## src/rtl/mem_stream_responder_pkg.sv

```systemverilog
// Shared types and constants for the memory stream responder.
package mem_resp_pkg;

    localparam logic [31:0] BAD_WORD   = 32'hDEADBEEF;
    localparam logic [63:0] WORD_BYTES = 64'd4;

    typedef enum logic [1:0] {R_IDLE, R_LAT, R_BEAT, R_ACK} rd_state_t;
    typedef enum logic [1:0] {W_IDLE, W_LAT, W_BEAT, W_ACK} wr_state_t;

    // Misaligned, beyond the array, or a stride other than one word.
    function automatic logic addr_bad(input logic [63:0] addr, input logic [63:0] size, input int aw);
        return (addr[1:0] != 2'b00) || ((addr >> (aw + 2)) != 64'd0) || (size != WORD_BYTES);
    endfunction

endpackage

```

## src/rtl/mem_stream_responder_if.sv

```systemverilog
// Streaming read/write request bus between accelerator (master) and memory (slave).
interface mem_stream_responder_if;
    logic        read_enable;
    logic [63:0] read_addr;
    logic [63:0] read_size;
    logic        finish_read;
    logic [63:0] read_ready;
    logic [31:0] read_data;
    logic        write_enable;
    logic [63:0] write_addr;
    logic [63:0] write_size;
    logic [31:0] write_data;
    logic        finish_write;
    logic [63:0] write_ready;

    modport master (
        output read_enable, read_addr, read_size, finish_read,
        output write_enable, write_addr, write_size, write_data, finish_write,
        input  read_ready, read_data, write_ready
    );

    modport slave (
        input  read_enable, read_addr, read_size, finish_read,
        input  write_enable, write_addr, write_size, write_data, finish_write,
        output read_ready, read_data, write_ready
    );
endinterface

```

## src/rtl/mem_stream_responder_ram.sv

```systemverilog
// Word array with one registered read port and one write port.
// Latency: read data one cycle after rd_en; write lands at the edge.
// Backpressure: none; same-edge read and write to one index returns the old word.
module mem_resp_ram #(
    parameter int DEPTH = 32,
    parameter int AW    = 5
) (
    input  logic          clk,
    input  logic          reset,
    input  logic          rd_en,
    input  logic [AW-1:0] rd_addr,
    output logic [31:0]   rd_data,
    input  logic          wr_en,
    input  logic [AW-1:0] wr_addr,
    input  logic [31:0]   wr_data
);

    logic [31:0] mem [DEPTH];

    // Contents deliberately survive reset; only the output register clears.
    always_ff @(posedge clk) begin
        if (wr_en) mem[wr_addr] <= wr_data;
    end

    always_ff @(posedge clk or negedge reset) begin
        if (!reset)     rd_data <= 32'd0;
        else if (rd_en) rd_data <= mem[rd_addr];
    end

endmodule

```

## src/rtl/mem_stream_responder.sv

```systemverilog
// Memory-side responder serving stream word reads/writes plus a host preload port.
// Latency: beat READ_LAT+1 / WRITE_LAT+1 cycles after the request or finish edge.
// Backpressure: one beat in flight per channel; host access refused unless both channels idle.
module mem_stream_responder
    import mem_resp_pkg::*;
#(
    parameter int DEPTH     = 32,
    parameter int AW        = 5,
    parameter int READ_LAT  = 2,
    parameter int WRITE_LAT = 1
) (
    input  logic                   clk,
    input  logic                   reset,
    mem_stream_responder_if.slave  s,
    input  logic                   host_en,
    input  logic                   host_we,
    input  logic [AW-1:0]          host_addr,
    input  logic [31:0]            host_wdata,
    output logic [31:0]            host_rdata,
    output logic                   host_busy,
    output logic                   err,
    output logic [31:0]            rd_words,
    output logic [31:0]            wr_words
);

    rd_state_t     rd_state, rd_next;
    wr_state_t     wr_state, wr_next;
    logic [3:0]    rd_cnt, wr_cnt;
    logic [AW-1:0] rd_idx, wr_idx;
    logic          rd_bad, wr_bad;
    logic          rd_latch, rd_fetch, rd_beat;
    logic          wr_latch, wr_commit, wr_beat;
    logic          host_ok;
    logic          ram_rd_en, ram_wr_en;
    logic [AW-1:0] ram_rd_addr, ram_wr_addr;
    logic [31:0]   ram_rd_data, ram_wr_data;

    always_ff @(posedge clk or negedge reset) begin
        if (!reset) begin
            rd_state <= R_IDLE;
            wr_state <= W_IDLE;
        end else begin
            rd_state <= rd_next;
            wr_state <= wr_next;
        end
    end

    always_comb begin
        rd_next = rd_state;
        case (rd_state)
            R_IDLE:  if (s.read_enable) rd_next = R_LAT;
            R_LAT:   if (rd_cnt == 4'd0) rd_next = R_BEAT;
            R_BEAT:  rd_next = R_ACK;
            R_ACK:   if (!s.read_enable) rd_next = R_IDLE;
                     else if (s.finish_read) rd_next = R_LAT;
            default: rd_next = R_IDLE;
        endcase
        wr_next = wr_state;
        case (wr_state)
            W_IDLE:  if (s.write_enable) wr_next = W_LAT;
            W_LAT:   if (wr_cnt == 4'd0) wr_next = W_BEAT;
            W_BEAT:  wr_next = W_ACK;
            W_ACK:   if (!s.write_enable) wr_next = W_IDLE;
                     else if (s.finish_write) wr_next = W_LAT;
            default: wr_next = W_IDLE;
        endcase
    end

    always_comb begin
        rd_latch  = (rd_state == R_IDLE && s.read_enable) ||
                    (rd_state == R_ACK && s.read_enable && s.finish_read);
        rd_fetch  = (rd_state == R_LAT) && (rd_cnt == 4'd0);
        rd_beat   = (rd_state == R_BEAT);
        wr_latch  = (wr_state == W_IDLE && s.write_enable) ||
                    (wr_state == W_ACK && s.write_enable && s.finish_write);
        wr_commit = (wr_state == W_LAT) && (wr_cnt == 4'd0);
        wr_beat   = (wr_state == W_BEAT);
        host_ok   = host_en && (rd_state == R_IDLE) && (wr_state == W_IDLE);
        host_busy = host_en && !host_ok;
    end

    // Stream accesses only occur outside idle and host accesses only in idle,
    // so the ports never see both at once.
    always_comb begin
        ram_rd_en   = rd_fetch || (host_ok && !host_we);
        ram_rd_addr = rd_fetch ? rd_idx : host_addr;
        ram_wr_en   = (wr_commit && !wr_bad) || (host_ok && host_we);
        ram_wr_addr = wr_commit ? wr_idx : host_addr;
        ram_wr_data = wr_commit ? s.write_data : host_wdata;
    end

    always_ff @(posedge clk or negedge reset) begin
        if (!reset) begin
            rd_cnt   <= 4'd0;
            wr_cnt   <= 4'd0;
            rd_idx   <= '0;
            wr_idx   <= '0;
            rd_bad   <= 1'b0;
            wr_bad   <= 1'b0;
            rd_words <= 32'd0;
            wr_words <= 32'd0;
            err      <= 1'b0;
        end else begin
            if (rd_latch) begin
                rd_cnt <= 4'(READ_LAT);
                rd_idx <= s.read_addr[AW+1:2];
                rd_bad <= addr_bad(s.read_addr, s.read_size, AW);
            end else if (rd_state == R_LAT && rd_cnt != 4'd0) begin
                rd_cnt <= rd_cnt - 4'd1;
            end
            if (wr_latch) begin
                wr_cnt <= 4'(WRITE_LAT);
                wr_idx <= s.write_addr[AW+1:2];
                wr_bad <= addr_bad(s.write_addr, s.write_size, AW);
            end else if (wr_state == W_LAT && wr_cnt != 4'd0) begin
                wr_cnt <= wr_cnt - 4'd1;
            end
            if (rd_beat) rd_words <= rd_words + 32'd1;
            if (wr_beat) wr_words <= wr_words + 32'd1;
            if ((rd_fetch && rd_bad) || (wr_commit && wr_bad)) err <= 1'b1;
        end
    end

    assign s.read_ready  = {63'd0, rd_beat};
    assign s.write_ready = {63'd0, wr_beat};
    assign s.read_data   = rd_bad ? BAD_WORD : ram_rd_data;
    assign host_rdata    = ram_rd_data;

    mem_resp_ram #(.DEPTH(DEPTH), .AW(AW)) u_ram (
        .clk     (clk),
        .reset   (reset),
        .rd_en   (ram_rd_en),
        .rd_addr (ram_rd_addr),
        .rd_data (ram_rd_data),
        .wr_en   (ram_wr_en),
        .wr_addr (ram_wr_addr),
        .wr_data (ram_wr_data)
    );

endmodule

```

## src/flat_wrapper.sv

```systemverilog
// flat-port wrapper written by rule: the top's interface ports become plain ports
module mem_stream_responder_flat import mem_resp_pkg::*;
#(
    parameter int DEPTH     = 32,
    parameter int AW        = 5,
    parameter int READ_LAT  = 2,
    parameter int WRITE_LAT = 1
)
  (clk, reset, host_en, host_we, host_addr, host_wdata, host_rdata, host_busy, err, rd_words, wr_words, s_read_enable, s_read_addr, s_read_size, s_finish_read, s_write_enable, s_write_addr, s_write_size, s_write_data, s_finish_write, s_read_ready, s_read_data, s_write_ready);
  mem_stream_responder_if s_i ();
  input  logic clk;
  input  logic reset;
  input  logic host_en;
  input  logic host_we;
  input  logic [AW-1:0] host_addr;
  input  logic [31:0] host_wdata;
  output logic [31:0] host_rdata;
  output logic host_busy;
  output logic err;
  output logic [31:0] rd_words;
  output logic [31:0] wr_words;
  input wire logic [$bits(s_i.read_enable)-1:0] s_read_enable;
  input wire logic [$bits(s_i.read_addr)-1:0] s_read_addr;
  input wire logic [$bits(s_i.read_size)-1:0] s_read_size;
  input wire logic [$bits(s_i.finish_read)-1:0] s_finish_read;
  input wire logic [$bits(s_i.write_enable)-1:0] s_write_enable;
  input wire logic [$bits(s_i.write_addr)-1:0] s_write_addr;
  input wire logic [$bits(s_i.write_size)-1:0] s_write_size;
  input wire logic [$bits(s_i.write_data)-1:0] s_write_data;
  input wire logic [$bits(s_i.finish_write)-1:0] s_finish_write;
  output wire logic [$bits(s_i.read_ready)-1:0] s_read_ready;
  output wire logic [$bits(s_i.read_data)-1:0] s_read_data;
  output wire logic [$bits(s_i.write_ready)-1:0] s_write_ready;
  assign s_i.read_enable = s_read_enable;
  assign s_i.read_addr = s_read_addr;
  assign s_i.read_size = s_read_size;
  assign s_i.finish_read = s_finish_read;
  assign s_i.write_enable = s_write_enable;
  assign s_i.write_addr = s_write_addr;
  assign s_i.write_size = s_write_size;
  assign s_i.write_data = s_write_data;
  assign s_i.finish_write = s_finish_write;
  assign s_read_ready = s_i.read_ready;
  assign s_read_data = s_i.read_data;
  assign s_write_ready = s_i.write_ready;
  mem_stream_responder #(.DEPTH(DEPTH), .AW(AW), .READ_LAT(READ_LAT), .WRITE_LAT(WRITE_LAT)) u_core (.clk(clk), .reset(reset), .s(s_i), .host_en(host_en), .host_we(host_we), .host_addr(host_addr), .host_wdata(host_wdata), .host_rdata(host_rdata), .host_busy(host_busy), .err(err), .rd_words(rd_words), .wr_words(wr_words));
endmodule
```

## config.mk

```make
export PLATFORM = sky130hd
export DESIGN_NAME = mem_stream_responder_flat
export DESIGN_NICKNAME = d
export VERILOG_FILES = /design/src/rtl/mem_stream_responder_pkg.sv /design/src/rtl/mem_stream_responder_if.sv /design/src/rtl/mem_stream_responder_ram.sv /design/src/rtl/mem_stream_responder.sv /design/src/flat_wrapper.sv
export SDC_FILE = /design/constraint.sdc
export NUM_CORES = 2
export LEC_CHECK = 0
export CAP_MARGIN = 40
export CORE_UTILIZATION = 40
export CTS_CLUSTER_DIAMETER = 120
export DETAILED_ROUTE_END_ITERATION = 16
export SLEW_MARGIN = 10
export SYNTH_ARGS = -nofsm -noshare
export SYNTH_HDL_FRONTEND = slang
export SYNTH_SLANG_ARGS = --single-unit
```

## constraint.sdc

```tcl
create_clock -name clk -period 4.5 [get_ports clk]
set_clock_uncertainty 0.2 [all_clocks]
set_input_delay 0.9 -clock clk [delete_from_list [all_inputs] [get_ports clk]]
set_output_delay 0.9 -clock clk [all_outputs]
set_load 0.02 [all_outputs]
```

* Word level (Yosys, flattened, before mapping) *
Memories as Yosys holds them, arrays and structs flattened. A register that Yosys moved wholly into a read port is not among the register bits.
Index checks and enable logic that the tools add are counted.
Widths: inputs -> output; s select.

storage, ports and cells
  word-level logic and storage cells = 95
  bits in registers = 89
  input port bits = 333
  output and inout port bits = 258
  bits in writable memories = 1,024
  memories kept = 1

memory list
  name              words  bits a word  read ports  clocked after Yosys merged registers in  wr ports  line                            source
  u_core.u_ram.mem  32     32           1           1                                        1         mem_stream_responder_ram.sv:18  logic [31:0] mem [DEPTH];

cells by class
  add/sub/neg operators = 4
  eq/ne operators = 14
  reductions and logical operators = 45
  multiplexer cells = 20

operator list
  operator               count
  $ne 64x3->1 const B    2
  $reduce_bool 64->1     2
  $add 32x1->32 const B  2
  $mux 32                2
  $logic_and 1x1->1      18
  $mux 2                 8
  $mux 4                 4
  $pmux 2 s4             2
  $mux 5                 2
  $logic_or 1x1->1       9
  $eq 2x2->1 const B     4
  $logic_not 4->1        2
  $reduce_bool 2->1      4
  $reduce_bool 4->1      2
  $sub 4x1->4 const B    2
  $ne 2x2->1 const B     3
  $ne 3x3->1 const B     2
  $reduce_and 3->1       2
  $eq 2x1->1 const B     2
  $logic_not 1->1        4
  $logic_not 2->1        2
  $mux 1                 2
  $ne 2x1->1 const B     1

* Depth between registers and ports, before layout *
  depth after elaboration = 7
  depth in mapped cells = 9

* Hierarchy *
From an unflattened synthesis, not the netlist that was laid out.

second synthesis, totals
  cell total of the unflattened synthesis = 2,867
  area, all modules = 47,177.7 µm²

modules (own cells, without submodules)
  module                area an instance (µm²)  times used  sequential area each (µm²)  cells each
  mem_resp_ram          40,910.5                1           31,550.3                    2,200
  mem_stream_responder  6,267.3                 1           2,227.1                     667

* Worst setup path before layout *
Ideal clock, no wire load.

  path kind = input to register
  start point = input port host_addr[0]
  end point = memory u_core.u_ram.mem[10][0], enable pin
  library setup time = 0.421 ns
  buffers on the path = 4
  arrival = 3.461 ns
  required time = 3.879 ns
  setup slack = 0.418 ns
  stages on the path = 8
  cells stage by stage = buf_2 -> buf_2 -> clkbuf_1 -> nor3_1 -> a31oi_1 -> or2_2 -> clkbuf_1 -> nor2_1

between the ends
  longest elaborated chain between the ends = 1

ends and longest elaborated chain
  item         line                            source
  from (decl)  flat_wrapper.sv:15              input logic [AW-1:0] host_addr;
  $mux 5       mem_stream_responder.sv:88      ram_wr_addr = wr_commit ? wr_idx : host_addr;
  to (decl)    mem_stream_responder_ram.sv:18

Every way passes these cells.

* Worst setup path in the final report *
  start point = register u_core.rd_bad
  end point = output port s_read_data[27]

between the ends
  longest elaborated chain between the ends = 1

ends and longest elaborated chain
  item                    line                         source
  from (decl)             mem_stream_responder.sv:30   logic rd_bad, wr_bad;
  from (signal assigned)  mem_stream_responder.sv:107  rd_bad <= addr_bad(s.read_addr, s.read_size, AW);
  $mux 32                 mem_stream_responder.sv:126  assign s.read_data = rd_bad ? BAD_WORD : ram_rd_data;
  to (decl)               flat_wrapper.sv:32           output wire logic [$bits(s_i.read_data)-1:0] s_read_data;

Every way passes these cells.

==> results.yml <==
cells_and_area:
  area_growth_syn_to_layout_pct: 19.8
  final_layout_size_suffix_gt1_frac: 0.274
  finalInstanceArea_um2: 66000
  nets: 3968
  nFillCells: 11300
  final_core_util: 0.485
routing:
  remaining_drc_errors: 0
  ant_nets: 0
  vias: 33000
  drtIter0Drc: 3137
  avgRoutedWirePerCell_um: 30.8
  firstDrtPassIters: 6
  avgViaCountPerCell: 5.98
  wirelength_mm: 170
clock_tree:
  insertion_delay_ns: 0.75
  path_clk_slew_ns: 0.06
  cts_tree: "done"
  h-tree-depth: 3
  cts_root_buf: "clkbuf_16"
  clock_path_buffers: 3
  cts_setup_buffers: 0
  clock-sinks: 1145
  ctsResizeCount: 0
  cts_buffers: 118
sta:
  rsz0062_at_grt: "no"
  timing.setup.tns_ns: 0
  setup_viol: 0
  worst_slew_pin_slew_ns: 0.936
  hold_viol: 0
  setup_ws_ns: 0.675
  finalCriticalPeriod_ns: 3.82
  period_share: 0.850
  clock.fmax_mhz: 261
  relSlewSlack: 0.376
  finalMaxSlewViolations: 0
grt:
  grt_use_met1: 0.328
  met2_usage: 0.394
  antenna_found_initial: 14
  grt_max_degree: 101
  met3_usage: 0.0396
  grt_pass1_vias: 33100
  grt_use_total: 0.240
  grt_busiest_layer: "met2"
  overflow: 0
  grt_pass1_wl_mm: 240
synth:
  ys_async_sr_fraction: 0.106
  syn_avg_cell_area_um2: 17.6
  synth_top_area_frac: 0.558
  synth_edf_count: 1024
  syn_inst: 3123
  yosysTopAreaCell: "edfxtp_1"
  synth_seq_area_share: 0.613
  ys_ff_latch: 1145
  synthFlopType: "edfxtp_1"
  syn-cell-area_um2: 55100
  yosys_warnings: 0
  synth.area.top_cells: "edfxtp_1, mux4_2, dfrtp_1, mux2_2, mux2i_1"
  synth.distinct_cells: 56
floorplan:
  io_pins: 591
  die_area_um2: 139000
  core_area_um2: 136000
  die_width_um: 373
  rows: 135
  die_y_um: 373
  initial_utilization: 0.405
critical_path:
  critical_path.max_fanout: 19
  critPathKind: "reg -> out"
  start_kind: "flop"
  endpoint_kind: "output pin"
  crit_arrival_ns: 2.72
  required_ns: 3.40
  rrSetupSlack_ns: 0.96
placement:
  hpwl_mm: 110
  io_buffers: 464
  place_ws_ns: 0.704
  gp_congestion: 0.856
  dpl_cell_area_um2: 62200
job:
  max_cap_violations: 0
outcome:
  status: "completed"
power_and_ir_drop:
  peakVddDrop_v: 0.000337
  netSwitchingFraction: 0.305
  switching_power_uw: 9530
  power_uw: 31200
  comb_power_share: 0.277
  powerDensity_nw_per_um2: 473
  p_seq_frac: 0.413
  cellLeakagePower_uw: 0.0215
  power_frac_clock: 0.310
  internal_power_uw: 21700
min_path:
  hold_path.class: "reg -> reg"
-- placed cells by master, fill, tap and decap left out, types with 40 or more instances in the layout --
cell,instances
buf_4,73
edfxtp_1,1024
nor2b_1,40
dfrtp_1,117
nand2_1,107
a22oi_1,64
conb_1,126
o22ai_1,96
mux4_2,423
mux2_2,227
nor4_1,69
buf_12,48
mux2i_1,130
clkbuf_16,120
clkdlybuf4s50_1,460
-- flip-flops by register name, summed over array words and instances, names as in the netlist --
register and cells:
u_core.err 1, u_core.rd_bad 1, u_core.rd_cnt 4, u_core.rd_idx 5, u_core.rd_state 2, u_core.rd_words 32
u_core.u_ram.mem 1024, u_core.u_ram.rd_data 32, u_core.wr_bad 1, u_core.wr_cnt 4, u_core.wr_idx 5, u_core.wr_state 2
u_core.wr_words 32
-- cell type report --
cell class,instances,area (um2),area share
inverter,21,78.8,0.00119
sequential,1145,33800,0.512
clock buffer,155,3220,0.0489
clock inverter,67,567,0.00859
antenna,9,22.5,0.000341
tap,1781,2230,0.0338
timing repair buffer,587,6210,0.0940
multi-input combinational,1746,19900,0.301
-- kinds of logic (layout without fill, tap and decap cells) --
group	count (synthesis)	in the layout	share of synthesized area
xor gates and xnor gates	67	67	0.0106
other	1	135	0.0000680
adders and majority gates	16	16	0.00363
and+or+nand+nor	451	451	0.0435
AOI/OAI and AO/OA	281	281	0.0342
buffers and inverters	357	830	0.0404
DFF	1145	1145	0.613
muxes	805	805	0.255
-- cell usage after synthesis, drive strengths merged (35+ instances only) --
master / count
a22oi: 64
nor2b: 42
mux2: 227
edfxtp: 1024
clkbuf: 69
mux4: 448
nor4: 69
nand2: 109
nor2: 73
mux2i: 130
o22ai: 96
buf: 266
a21oi: 35
dfrtp: 121
xnor2: 37
-- worst max-delay path: stages, from the launching register on --
cell	delay, ns
dfrtp_2	0.81
buf_4	0.41
or2_2	0.17
clkdlybuf4s50_1	0.60
-- worst paths after layout --
check | endpoint | from | cells after the start
max in group asynchronous | u_core.u_ram.rd_data[2]$_DFFE_PN0P_ | reset | 3
setup reg to reg | u_core.u_ram.mem[28][11]$_DFFE_PP_ | u_core.wr_cnt[0]$_DFFE_PN0P_ | 10
setup / recovery | s_read_data[27] | u_core.rd_bad$_DFFE_PN0P_ | 3
min in group asynchronous | u_core.rd_words[22]$_DFFE_PN0P_ | reset | 2
hold / removal | u_core.rd_words[31]$_DFFE_PN0P_ | u_core.rd_words[31]$_DFFE_PN0P_ | 1
hold reg to reg | u_core.rd_words[31]$_DFFE_PN0P_ | u_core.rd_words[31]$_DFFE_PN0P_ | 1
-- layer usage --
layer / vias to the layer above / part of all wire
met3: 228 / 0.074
li1: 13700 / -
met4: 2 / 0.029
met2: 1581 / 0.49
met5: - / 0.00011
met1: 17500 / 0.41
-- metrics by stage --
step	instances	hold WS (ns)
finish	5511	0.281
global route	5508	0.302
CTS	5501	0.284
detailed placement	5278	0.271
global placement	5273	0.259
floorplan	3248	0.245
-- what timing repair did --
action,CTS,global route
endpoints found under the setup margin,0,0
hold buffers,1,0
hold endpoints to repair,19,0
-- power groups by stage --
stage          logic [uW]  registers, uW  clock network, uW
2_1_floorplan        5650          12900                  0
4_1_cts              8710          12900               9840
3_5_place_dp         8690          13100                  0
5_1_grt              9130          12900              10200
3_3_place_gp         8570          13100                  0
6_report             8650          12900               9670
Note: power is estimated with default switching activity, not from simulation.
